### config.mk
export PLATFORM = sky130hd
export DESIGN_NAME = mux8_rr_sender
export DESIGN_NICKNAME = d
export VERILOG_FILES = /design/src/rtl/mux8_rr_sender.sv
export SDC_FILE = /design/constraint.sdc
export NUM_CORES = 1
export LEC_CHECK = 0
export ABC_CLOCK_PERIOD_IN_PS = 5550
export BUFFER_PORTS_ARGS = -buffer_cell sky130_fd_sc_hd__buf_2
export CORE_UTILIZATION = 29
export DETAILED_ROUTE_END_ITERATION = 8
export SYNTH_ARGS = -nofsm -noshare
export SYNTH_HDL_FRONTEND = slang
export SYNTH_SLANG_ARGS = --single-unit
### constraint.sdc
create_clock -name clk -period 5.55 [get_ports clk]
set_input_delay 1.3875 -clock clk [delete_from_list [all_inputs] [get_ports clk]]
set_output_delay 1.3875 -clock clk [all_outputs]
set_load 0.02 [all_outputs]
### src/rtl/mux8_rr_sender.sv
// mux8_rr_sender: round-robin 8:1 sender for a shared m/s2..s0 bus.
// Requests are collected and the next channel is chosen round-robin after the
// last one served. The winner's data and index are held on the bus for HOLD
// cycles, with a one-cycle one-hot ack at the start of each transfer.
// All outputs are registered, so there is no combinational path from req/din.
module mux8_rr_sender #(
  parameter int DW   = 1,
  parameter int HOLD = 4
) (
  input  logic            clk,
  input  logic            rst_n,
  input  logic [7:0]      req,
  input  logic [8*DW-1:0] din,
  output logic [DW-1:0]   m,
  output logic            s0,
  output logic            s1,
  output logic            s2,
  output logic            valid,
  output logic [7:0]      ack,
  output logic            busy
);

  typedef enum logic {IDLE, SEND} state_t;

  // Counter reload: the grant cycle itself is the first of the HOLD cycles.
  localparam logic [7:0] HOLD_M1 = 8'(HOLD - 1);

  state_t          state_reg, state_next;
  logic [7:0]      cnt_reg, cnt_next;
  logic [2:0]      last_reg, last_next;
  logic [2:0]      sel_reg, sel_next;
  logic [DW-1:0]   m_reg, m_next;
  logic            valid_reg, valid_next;
  logic [7:0]      ack_reg, ack_next;

  logic [DW-1:0]   din_ch [8];
  logic [7:0]      rot_req;
  logic [2:0]      win_off;
  logic [2:0]      win_idx;
  logic            any_req;
  logic            grant;

  // Split the flat data bus into per-channel slices and rotate the request
  // vector so that bit 0 is the channel right after the last one served.
  generate
    for (genvar gi = 0; gi < 8; gi++) begin : g_chan
      assign din_ch[gi]  = din[gi*DW +: DW];
      assign rot_req[gi] = req[last_reg + 3'(gi + 1)];
    end
  endgenerate

  // Lowest set bit of the rotated vector is the round-robin winner.
  always_comb begin
    win_off = 3'd0;
    for (int k = 7; k >= 0; k--) begin
      if (rot_req[k]) win_off = 3'(k);
    end
  end

  assign win_idx = last_reg + 3'd1 + win_off;
  assign any_req = |req;
  // A new grant is allowed from IDLE, or on the final cycle of a transfer so
  // back-to-back transfers have no idle gap.
  assign grant   = any_req && ((state_reg == IDLE) || (cnt_reg == 8'd0));

  // Next-state and next-output logic.
  always_comb begin
    state_next = state_reg;
    cnt_next   = cnt_reg;
    last_next  = last_reg;
    sel_next   = sel_reg;
    m_next     = m_reg;
    valid_next = valid_reg;
    ack_next   = 8'd0;
    if (grant) begin
      state_next = SEND;
      cnt_next   = HOLD_M1;
      last_next  = win_idx;
      sel_next   = win_idx;
      m_next     = din_ch[win_idx];
      valid_next = 1'b1;
      ack_next   = 8'd1 << win_idx;
    end else begin
      case (state_reg)
        IDLE: begin
          valid_next = 1'b0;
        end
        SEND: begin
          if (cnt_reg == 8'd0) begin
            state_next = IDLE;
            cnt_next   = 8'd0;
            sel_next   = 3'd0;
            m_next     = '0;
            valid_next = 1'b0;
          end else begin
            cnt_next = cnt_reg - 8'd1;
          end
        end
        default: begin
          state_next = IDLE;
        end
      endcase
    end
  end

  // State and output registers; reset puts the pointer at 7 so channel 0 wins first.
  always_ff @(posedge clk or negedge rst_n) begin
    if (!rst_n) begin
      state_reg <= IDLE;
      cnt_reg   <= 8'd0;
      last_reg  <= 3'd7;
      sel_reg   <= 3'd0;
      m_reg     <= '0;
      valid_reg <= 1'b0;
      ack_reg   <= 8'd0;
    end else begin
      state_reg <= state_next;
      cnt_reg   <= cnt_next;
      last_reg  <= last_next;
      sel_reg   <= sel_next;
      m_reg     <= m_next;
      valid_reg <= valid_next;
      ack_reg   <= ack_next;
    end
  end

  assign m     = m_reg;
  assign s0    = sel_reg[0];
  assign s1    = sel_reg[1];
  assign s2    = sel_reg[2];
  assign valid = valid_reg;
  assign busy  = valid_reg;
  assign ack   = ack_reg;

endmodule

==> impl_results.md, run 1 <==
* Critical path's slowest cell: dfstp_2
* Post-route ant nets at 0
* Max-cap violations at 0
* Seq pwr share at 54.3%
* First-pass GRT wire length at 6490 um
* CP arrival at 4.64 ns
* Initial antenna violation count at 0
* Diodes inserted at 0
* Clock buffer depth at 2
* Final worst path period share at 80.0%
* Synth area leader: dfrtp_1
* Hold Vio Cnt, Final at 0
* Post-synth EDFFs at 0
* Crit path kind: reg -> reg
* Synth Area per Inst at 10.1 um^2
* Clock Skews at 0.00656 ns
* Post-CTS Resized at 0
* Final Core Density at 35.3%
* Area growth from synthesis to layout at 14.0%
* Slew @ Worst Pin at 1.02 ns
* Post-layout min period at 4.44 ns
* P_sw at 0.0000837 W
* Post-CTS setup buffer count at 0
* Outcome: finished clean
* Clk network pwr share at 33.5%
* Synth Cell Area at 0.00176 mm^2
* Switching share of power at 24.9%
* Hold Crit Class: reg -> reg
* Input/output buffers at 31
* Combinational fraction of design power at 12.2%
* Final Instance Area at 0.00200 mm^2
* Total Routing Usage GR at 13.1%
* Routed WL at 3720 um
* CTS root buffer: clkbuf_8
* Distinct cells, synth at 49
* CP startpoint kind: flip-flop
* VDD IR-drop max at 0.0819 mV
* Lkg Pwr at 0.891 nW
* #FFs+latches synth at 25
* Vias/cell at 5.05
* Setup violators final at 0
* Critical Path End Type: flip-flop
* Die area at 0.00637 mm^2
* FP Rows at 27
* Die Width at 79.8 um
* Most frequent cells in the layout: buf_2 (31), dfrtp_1 (22), nand2_1 (16), o21ai_0 (14), nor2_1 (12)
* Cells after DPL at 268
* Initial Util at 30.9%
* GRT Residual Overflow at 0
* Fraction of layout cells with a size suffix above 1 at 26.5%
* Residual DRC at 0
* Crit-path max cell delay at 0.68 ns
* Num ports at 32
* Top Family by Delay on Critical Path: adder cells
* Inserted Clock Buffers at 3
* Htree depth at 1
* Core area at 0.00568 mm^2
* Crit path buffers/inverters at 2
* Setup TNS at 0 ns
* TritonCTS Sinks at 25
* Dpl hpwl at 2820 um
* GPL Wtd Cong at 0.768
* Fin nets at 225
* Wire per inst at 13.7 um
* Worst path cell trace: inv_1 > ha_1 > mux4_2 > mux2_4 > nand2b_1 > a21boi_0 > o21ai_0 > a21oi_1 > ha_1 > inv_1 > fa_1 > xnor2_1 > nand3_1 > mux2_1 > o2111ai_1
* TritonCTS clock tree: built
* Commonest non-fill, non-tap cell in the layout: buf_2
* Crit path required time at 5.74 ns
* Detailed-route via count at 1373
* Clock input transition at the sequential cells of the worst setup and hold paths at 0.09 ns
* Synth Flop Type: dfrtp_1
* Sequential-to-total area share from yosys stat at 35.9%
* Area fraction of the dominant cell type after synthesis at 31.4%
* Total number of yosys warnings at 0
* Largest net degree at the start of global routing at 26
* RSZ-0062 raised after global routing: false
* Final Non-Filler Cells at 272
* P per Cell Area at 168 mW/mm^2
* Mapped Cells at 173
* Synth top area cells: dfrtp_1 (31%), mux4_2 (12%), mux2i_1 (4.6%), dfstp_2 (4.5%), o21ai_0 (4.0%)
* Worst-skew pair later-pin latency at 0.27 ns
* TritonRoute pass-1 iters at 4
* Vias in the first global route at 1347
* Internal power at 0.000252 W
* Worst-path maximum fanout at 9
* Max-Slew Margin vs Limit at 31.5%
* Fin. max-slew vios at 0
* Post-synth net total at 197
* Die H at 79.8 um
* Post-Place Cell Area at 0.00195 mm^2
* Ys async rst share at 100%
* Initial drt markers at 74
* Peak Freq at 0.225 GHz
* Hold-fix buffers, CTS at 0
[through the flow]
stage          hold slack (ns)  power (W)  setup slack [ns]
6_report                 0.497   0.000336              1.11
5_1_grt                  0.542   0.000352             0.626
4_1_cts                  0.499   0.000339              1.06
3_5_place_dp             0.475   0.000227             0.946
3_3_place_gp             0.456   0.000227             0.982
2_1_floorplan            0.442   0.000210              1.31
[worst paths after layout]
| kind | start | end | slack, ns | depth (start not counted) |
|---|---|---|---|---|
| setup reg to reg | last_reg[0] | m | 1.11 | 15 |
| setup / recovery | last_reg[0] | m | 1.11 | 15 |
| hold / removal | cnt_reg[7] | cnt_reg[7] | 0.50 | 1 |
| max in group asynchronous | rst_n | cnt_reg[0] | 4.08 | 1 |
| min in group asynchronous | rst_n | cnt_reg[5] | 1.10 | 1 |
| hold reg to reg | cnt_reg[7] | cnt_reg[7] | 0.50 | 1 |
[per-layer routing]
metal / vias up / GRT usage (%) / part of all wire [%]
li1: 685 / - / -
met1: 663 / 18.5 / 49
met2: 20 / 21.0 / 48
met3: 5 / 1.83 / 2.5
met4: 0 / 3.21 / 0.97
met5: - / 0 / 0
[kinds of logic (layout without fill, tap and decap cells)]
family / count (synthesis) / count (layout) / share of synthesized area [%]
simple gates: 58 / 58 / 17.4
compound gates: 41 / 41 / 15.1
flops: 25 / 25 / 35.9
mux: 20 / 20 / 18.2
buf+inv: 17 / 44 / 4.63
fa+ha+maj: 6 / 6 / 4.70
xor+xnor: 6 / 6 / 4.06
[synth_stat cells (all sizes together), types with 2 or more instances]
library cell,instances
a21o,3
a21oi,6
a31oi,2
and3,2
buf,5
clkbuf,3
dfrtp,22
dfstp,3
ha,5
inv,9
mux2,3
mux2i,8
mux4,9
nand2,16
nand2b,5
nand3,5
nand3b,2
nor2,12
nor2b,2
nor3b,4
nor4,3
o211ai,2
o21ai,18
o41ai,2
or3,2
xnor2,3
xor2,3
[area by class of cell]
cell class	count	area, um^2
timing repair buffer	31	155
tap	72	90.1
inverter	9	33.8
sequential	25	629
fill	586	3670
multi-input combinational	131	1040
clock inverter	1	7.51
clock buffer	3	41.3
[power by group through the flow]
stage               sequential [W]  combinational, W  clock [W]
floorplan                 0.000186         0.0000245          0
global placement          0.000186         0.0000410          0
detailed placement        0.000186         0.0000414          0
CTS                       0.000182         0.0000415   0.000115
global route              0.000182         0.0000464   0.000124
finish                    0.000182         0.0000409   0.000113
(Power assumes the default switching activity.)
==> inputs of run 2 (changes only) <==
Settings changed: ABC_AREA from default to 1, ABC_CLOCK_PERIOD_IN_PS 5550 to 4700.
Clock period 5.55 ns to 4.7 ns, I/O delays scaled along.
==> run 2 against run 1 <==
  * Clock-buffer cell count is the same
  * Sequential power grew 97%
  * Worst setup slack lost 0.018 ns
  * Cell count grew 21%
  * Register-to-register slack lost 0.02 ns
  * Power grew to 4.7 times the previous value
  * Routed wire length shrank 5.3%
  * Maximum frequency grew 23%
  * Flip-flop and latch count is the same
  * Critical endpoint unchanged
  * Largest power group is now combinational cells
==> impl_results.md, run 2 <==
* Final Instance Area at 0.00195 mm^2 (was 0.00200 mm^2)
* Total Routing Usage GR at 12.7% (was 13.1%)
* Reg2reg setup slack at 1.09 ns (was 1.11 ns)
* Detailed-routing wirelength on met1 at 1670 um (was 1810 um)
* Final Core Density at 35.1% (was 35.3%)
* P per Cell Area at 816 mW/mm^2 (was 168 mW/mm^2)
* Final worst path period share at 76.8% (was 80.0%)
* Vias/cell at 4.52 (was 5.05)
* Post-CTS setup buffer count at 0 (unchanged)
* Num ports at 32 (unchanged)
* Sequential-to-total area share from yosys stat at 37.4% (was 35.9%)
* Largest net degree at the start of global routing at 26 (unchanged)
* Final Non-Filler Cells at 329 (was 272)
* Worst-path maximum fanout at 11 (was 9)
* Crit path required time at 4.86 ns (was 5.74 ns)
* TritonCTS clock tree: built (unchanged)
* Inserted Clock Buffers at 3 (unchanged)
* Ys async rst share at 100% (unchanged)
* TritonCTS Sinks at 25 (unchanged)
* Post-synth net total at 249 (was 197)
* VDD IR-drop max at 0.421 mV (was 0.0819 mV)
* Area growth from synthesis to layout at 15.7% (was 14.0%)
* Clock buffer depth at 2 (unchanged)
* Max-cap violations at 0 (unchanged)
* Seq. cell area at 629 um^2 (unchanged)
* Peak Freq at 0.277 GHz (was 0.225 GHz)
* Area fraction of the dominant cell type after synthesis at 32.7% (was 31.4%)
* Count leader, synth: nand2_1 (was dfrtp_1)
* CP startpoint kind: flip-flop (unchanged)
* Vias in the first global route at 1424 (was 1347)
* Hold Vio Cnt, Final at 0 (unchanged)
* Cells after DPL at 325 (was 268)
* Input/output buffers at 31 (unchanged)
* Synth Cell Area at 0.00168 mm^2 (was 0.00176 mm^2)
* GRT Residual Overflow at 0 (unchanged)
* First-pass GRT wire length at 6300 um (was 6490 um)
* Clock Skews at 0.00753 ns (was 0.00656 ns)
* Post-layout min period at 3.61 ns (was 4.44 ns)
* Post-Place Cell Area at 0.00190 mm^2 (was 0.00195 mm^2)
* Clock input transition at the sequential cells of the worst setup and hold paths at 0.09 ns (about the same)
* Met2 routed WL at 1700 um (was 1780 um)
* Initial drt markers at 103 (was 74)
* Post-CTS Resized at 0 (unchanged)
* TritonRoute pass-1 iters at 4 (unchanged)
* FP Rows at 27 (unchanged)
* Diodes inserted at 0 (unchanged)
* Top layer in use: met4 (unchanged)
* Mapped Cells at 225 (was 173)
* Htree depth at 1 (unchanged)
* Wire per inst at 10.7 um (was 13.7 um)
* Hold Crit Class: reg -> reg (unchanged)
* Die area at 0.00611 mm^2 (was 0.00637 mm^2)
* Slew @ Worst Pin at 0.543 ns (was 1.02 ns)
* Setup violators final at 0 (unchanged)
* CP arrival at 3.77 ns (was 4.64 ns)
* Fraction of layout cells with a size suffix above 1 at 23.7% (was 26.5%)
* Synth area leader: dfrtp_1 (unchanged)
* GPL Wtd Cong at 0.843 (was 0.768)
* Hold-fix buffers, CTS at 0 (unchanged)
* Synth Flop Type: dfrtp_1 (unchanged)
* Setup TNS at 0 ns (unchanged)
* WHS Endpoint: sel_reg[2] (was cnt_reg[7])
* Core area at 0.00554 mm^2 (was 0.00568 mm^2)
* Fin nets at 282 (was 225)
* Distinct cells, synth at 34 (was 49)
* Initial Util at 30.4% (was 30.9%)
* Most frequent cells in the layout: nand2_1 (64), buf_2 (31), nand3_1 (28), nor2_1 (23), dfrtp_1 (22) (was buf_2 (31), dfrtp_1 (22), nand2_1 (16), o21ai_0 (14), nor2_1 (12))
* Post-route ant nets at 0 (unchanged)
* Multi-input logic area at 936 um^2 (was 0.00104 mm^2)
* Die H at 78.2 um (was 79.8 um)
* Outcome: finished clean (unchanged)
* Initial antenna violation count at 0 (unchanged)
* R2R Path Start: last_reg[0] (unchanged)
* #FFs+latches synth at 25 (unchanged)
* Crit path kind: reg -> reg (unchanged)
* Final hold slack at 0.482 ns (was 0.497 ns)
* Crit path from: last_reg[0] (unchanged)
* Routed WL at 3520 um (was 3720 um)
* Dpl hpwl at 2800 um (was 2820 um)
* Commonest non-fill, non-tap cell in the layout: nand2_1 (was buf_2)
* Residual DRC at 0 (unchanged)
* RSZ-0062 raised after global routing: false (unchanged)
* Hold Startpoint: sel_reg[2] (was cnt_reg[7])
* Total number of yosys warnings at 0 (unchanged)
* Worst-skew pair later-pin latency at 0.27 ns (about the same)
* Post-synth EDFFs at 0 (unchanged)
* WHS Path Cells at 2 (was 1)
* Synth Area per Inst at 7.48 um^2 (was 10.1 um^2)
* Die Width at 78.2 um (was 79.8 um)
* Lkg Pwr at 1.01 nW (was 0.891 nW)
* Fin. max-slew vios at 0 (unchanged)
* Reg2reg path depth at 19 (was 15)
* List of most frequent post-synthesis cells: nand2_1 (64), nand3_1 (28), nor2_1 (23), dfrtp_1 (22), inv_1 (20) (was dfrtp_1 (22), nand2_1 (16), o21ai_0 (14), nor2_1 (12))
* Routed wl met3 at 110 um (was 92 um)
* Synth top area cells: dfrtp_1 (33%), nand2_1 (14%), nand3_1 (8.3%), nor2_1 (5.1%), dfstp_2 (4.7%) (was dfrtp_1 (31%), mux4_2 (12%), mux2i_1 (4.6%), dfstp_2 (4.5%), o21ai_0 (4.0%))
* Critical Path End Type: flip-flop (unchanged)
* CTS root buffer: clkbuf_8 (unchanged)
* Max-Slew Margin vs Limit at 63.8% (was 31.5%)
* Critical R2R Capture: m (unchanged)
* Detailed-route via count at 1488 (was 1373)
* Fill cell count at 581 (was 586)
## run 2: worst max path at each step
stage	slack, ns	to	cells past startpoint
final	1.09	m	19
after global routing	0.73	m	21
after CTS	1.08	m	19
after detailed placement	1.08	m	18
after global placement	1.12	m	18
after floorplan	1.41	m	17
## run 2: area by class of cell
| cell class | count | area share [%] |
|---|---|---|
| Multi-Input combinational cell | 175 | 48.1 |
| Sequential cell | 25 | 32.3 |
| Timing Repair Buffer | 31 | 7.97 |
| Tap cell | 72 | 4.63 |
| Inverter | 22 | 4.50 |
| Clock buffer | 3 | 2.12 |
| Clock inverter | 1 | 0.386 |
## run 2: kinds of logic (layout without fill, tap and decap cells)
family	after synthesis	in the layout	synth area share, %
AO/OA/AOI/OAI	23	23	8.10
XOR/XNOR	7	7	4.09
adder cells (fa/ha/maj)	6	6	4.91
buffers and inverters	25	57	6.99
flip-flops	25	25	37.4
AND/OR/NAND/NOR	139	139	38.5
## run 2: critical path, stage by stage (launching register included)
cell and delay [ns]:
dfstp_2 0.69, inv_6 0.10, ha_1 0.38, inv_1 0.20, nand3_1 0.13, nand3_1 0.10, nand2_1 0.08, inv_1 0.06
a21oi_1 0.05, o21ai_0 0.15, nand2_1 0.06, a21boi_0 0.17, ha_1 0.16, inv_1 0.04, fa_1 0.46, or2_2 0.33
o22ai_1 0.12, nor2_1 0.07, nand4_1 0.09, nand3_1 0.07
## run 2: routing by layer
layer  track usage, %  vias up
met5                0        -
met4             2.78        0
met3             1.51        4
met2             22.6       29
met1             16.4      665
li1                 -      790
## run 2: power by group
group / switching [W] / total [W] / internal, W
Clock: 0.0000712 / 0.000131 / 0.0000601
Combinational: 0.000707 / 0.00110 / 0.000391
Sequential: 0.0000719 / 0.000359 / 0.000287
## run 2: through the flow
step / setup WS [ns] / power (W)
after floorplan: 1.41 / 0.00125
after global placement: 1.12 / 0.00147
after detailed placement: 1.08 / 0.00146
after CTS: 1.08 / 0.00160
after global routing: 0.730 / 0.00180
final: 1.09 / 0.00159
==> inputs of run 3 (changes only) <==
Settings changed: ABC_CLOCK_PERIOD_IN_PS 4700 to 3700.
Clock period 4.7 ns to 3.7 ns, I/O delays scaled along.
==> run 3 against run 2 <==
  * Power increased by 29%
  * Register-to-register slack worse by 0.75 ns
  * Clock skew decreased by 0.0031 ns
  * Combinational power increased by 33%
  * Maximum frequency is 7.5% higher
  * Non-clock buffer count increased by 4
  * Final area increased by 1.3%
  * Flip-flop and latch count did not move
  * Core utilization grew 0.47 points
  * Critical path type unchanged
  * Largest power group unchanged
==> impl_results.md, run 3 (synthesis results as in run 2) <==
* Outcome: finished clean (unchanged)
* Critical path's slowest cell: dfstp_2 (unchanged)
* Largest net degree at the start of global routing at 26 (unchanged)
* Commonest non-fill, non-tap cell in the layout: nand2_1 (unchanged)
* Hold Crit Class: reg -> reg (unchanged)
* Setup TNS at 0 ns (unchanged)
* P per Cell Area at 1040 mW/mm^2 (was 816 mW/mm^2)
* TritonRoute pass-1 iters at 4 (unchanged)
* RSZ-0062 raised after global routing: false (unchanged)
* Core area at 0.00554 mm^2 (unchanged)
* Detailed-route via count at 1533 (was 1488)
* Input/output buffers at 31 (unchanged)
* Lkg Pwr at 1.03 nW (was 1.01 nW)
* Fill cell count at 600 (was 581)
* Crit path top cell by count: nand3_1
* TritonCTS Sinks at 25 (unchanged)
* Fin nets at 286 (was 282)
* Crit path required time at 3.86 ns (was 4.86 ns)
* GPL Wtd Cong at 0.794 (was 0.843)
* Final hold slack at 0.501 ns (was 0.482 ns)
* Die area at 0.00611 mm^2 (unchanged)
* Critical Path End Type: flip-flop (unchanged)
* Htree depth at 1 (unchanged)
* Hold-fix buffers, CTS at 0 (unchanged)
* Residual DRC at 0 (unchanged)
* Inserted Clock Buffers at 3 (unchanged)
* Clock buffer depth at 2 (unchanged)
* GRT Residual Overflow at 0 (unchanged)
* Final Non-Filler Cells at 333 (was 329)
* Total Routing Usage GR at 13.2% (was 12.7%)
* Max-cap violations at 0 (unchanged)
* TritonCTS clock tree: built (unchanged)
* Fin. max-slew vios at 0 (unchanged)
* Worst-skew pair later-pin latency at 0.26 ns (was 0.27 ns)
* Initial antenna violation count at 0 (unchanged)
* Initial drt markers at 104 (was 103)
* CTS root buffer: clkbuf_8 (unchanged)
* Dpl hpwl at 2970 um (was 2800 um)
* Wire per inst at 11.4 um (was 10.7 um)
* Die H at 78.2 um (unchanged)
* Worst path cell trace: inv_6 > ha_1 > inv_2 > nand3_1 > nand3_1 > nand2_1 > inv_1 > a21oi_1 > o21ai_0 > nand2_1 > a21boi_0 > ha_1 > inv_1 > fa_1 > or2_2 > o22ai_1 > nor2_1 > nand4_1 > nand3_1 (was inv_6 > ha_1 > inv_1 > nand3_1 > nand3_1 > nand2_1 > inv_1 > a21oi_1 > o21ai_0 > nand2_1 > a21boi_0 > ha_1 > inv_1 > fa_1 > or2_2 > o22ai_1 > nor2_1 > nand4_1 > nand3_1)
* Worst-path maximum fanout at 11 (unchanged)
* Hold Vio Cnt, Final at 0 (unchanged)
* Crit path buffers/inverters at 4 (unchanged)
* Fraction of layout cells with a size suffix above 1 at 24.9% (was 23.7%)
* Area growth from synthesis to layout at 17.2% (was 15.7%)
* FP Rows at 27 (unchanged)
* Crit path kind: reg -> reg (unchanged)
* Post-route ant nets at 0 (unchanged)
* First-pass GRT wire length at 6570 um (was 6300 um)
* Final Core Density at 35.6% (was 35.1%)
* VDD IR-drop max at 0.420 mV (was 0.421 mV)
* Crit-path max cell delay at 0.60 ns (was 0.69 ns)
* Post-layout min period at 3.36 ns (was 3.61 ns)
* Top Family by Delay on Critical Path: adder cells (unchanged)
* Initial Util at 30.4% (unchanged)
* Cells after DPL at 325 (unchanged)
* Slew @ Worst Pin at 0.570 ns (was 0.543 ns)
* Routed WL at 3800 um (was 3520 um)
* Peak Freq at 0.298 GHz (was 0.277 GHz)
* Diodes inserted at 0 (unchanged)
* Vias in the first global route at 1481 (was 1424)
* Num ports at 32 (unchanged)
* Die Width at 78.2 um (unchanged)
* Clock Skews at 0.00443 ns (was 0.00753 ns)
* Most frequent cells in the layout: nand2_1 (64), buf_2 (31), nand3_1 (28), nor2_1 (23), dfrtp_1 (22) (unchanged)
* Max-Slew Margin vs Limit at 62.0% (was 63.8%)
* Final worst path period share at 90.7% (was 76.8%)
* CP startpoint kind: flip-flop (unchanged)
* Setup violators final at 0 (unchanged)
* Clock input transition at the sequential cells of the worst setup and hold paths at 0.09 ns (about the same)
* CP arrival at 3.51 ns (was 3.77 ns)
* Vias/cell at 4.60 (was 4.52)
run 3: cell count changes in the layout (fill, tap and decap cells not counted):
cell	change
inv_2	+1
inv_1	-1
clkbuf_1	+1
clkinvlp_4	-1
buf_4	+4
run 3: where the power goes:
part	internal (W)	switching, W	total, W	leakage [nW]
Combinational	0.000523	0.000933	0.00146	0.701
Clock	0.0000769	0.0000829	0.000160	0.0228
Sequential	0.000365	0.0000763	0.000441	0.302
run 3: tightest hold or removal path, stage by stage, from the launching register on:
cell and delay [ns]:
dfrtp_1 0.36, nand2_1 0.06, nand2_1 0.06
run 3: metrics by stage:
stage / worst slack [ns] / instance area, um^2 / total power [W]
after global routing: 0.00634 / 1970 / 0.00227
final: 0.344 / 1970 / 0.00206
after global placement: 0.298 / 1900 / 0.00186
after floorplan: 0.441 / 1680 / 0.00159
after CTS: 0.206 / 1940 / 0.00203
after detailed placement: 0.211 / 1900 / 0.00186
run 3: timing repair:
action | 4_1_cts | 5_1_grt
setup buffers | 0 | 4
endpoints found under the setup margin | 0 | 11
gates resized for setup | 0 | 1
run 3: final timing paths:
kind | start | slack, ns | cells past startpoint | endpoint
worst min-delay path | sel_reg[2] | 0.50 | 2 | sel_reg[2]
max in group asynchronous | rst_n | 2.68 | 1 | last_reg[0]
worst max register to register | last_reg[0] | 0.34 | 19 | m
min in group asynchronous | rst_n | 0.65 | 1 | cnt_reg[5]
worst min register to register | sel_reg[2] | 0.50 | 2 | sel_reg[2]
worst max-delay path | last_reg[0] | 0.34 | 19 | m
run 3: layout make-up:
type                       instances  area (um^2)  share of cell area (%)
timing repair buffer              35          185                    9.38
clock buffer                       4         45.0                    2.28
sequential                        25          629                    31.9
tap                               72         90.1                    4.57
multi-input combinational        175          936                    47.4
inverter                          22         87.6                    4.44
run 3: per-layer routing:
metal,part of all wire (%),GRT usage [%]
met1,48,16.8
met2,48,23.9
met3,3.7,1.51
met4,0.45,2.78
met5,0,0
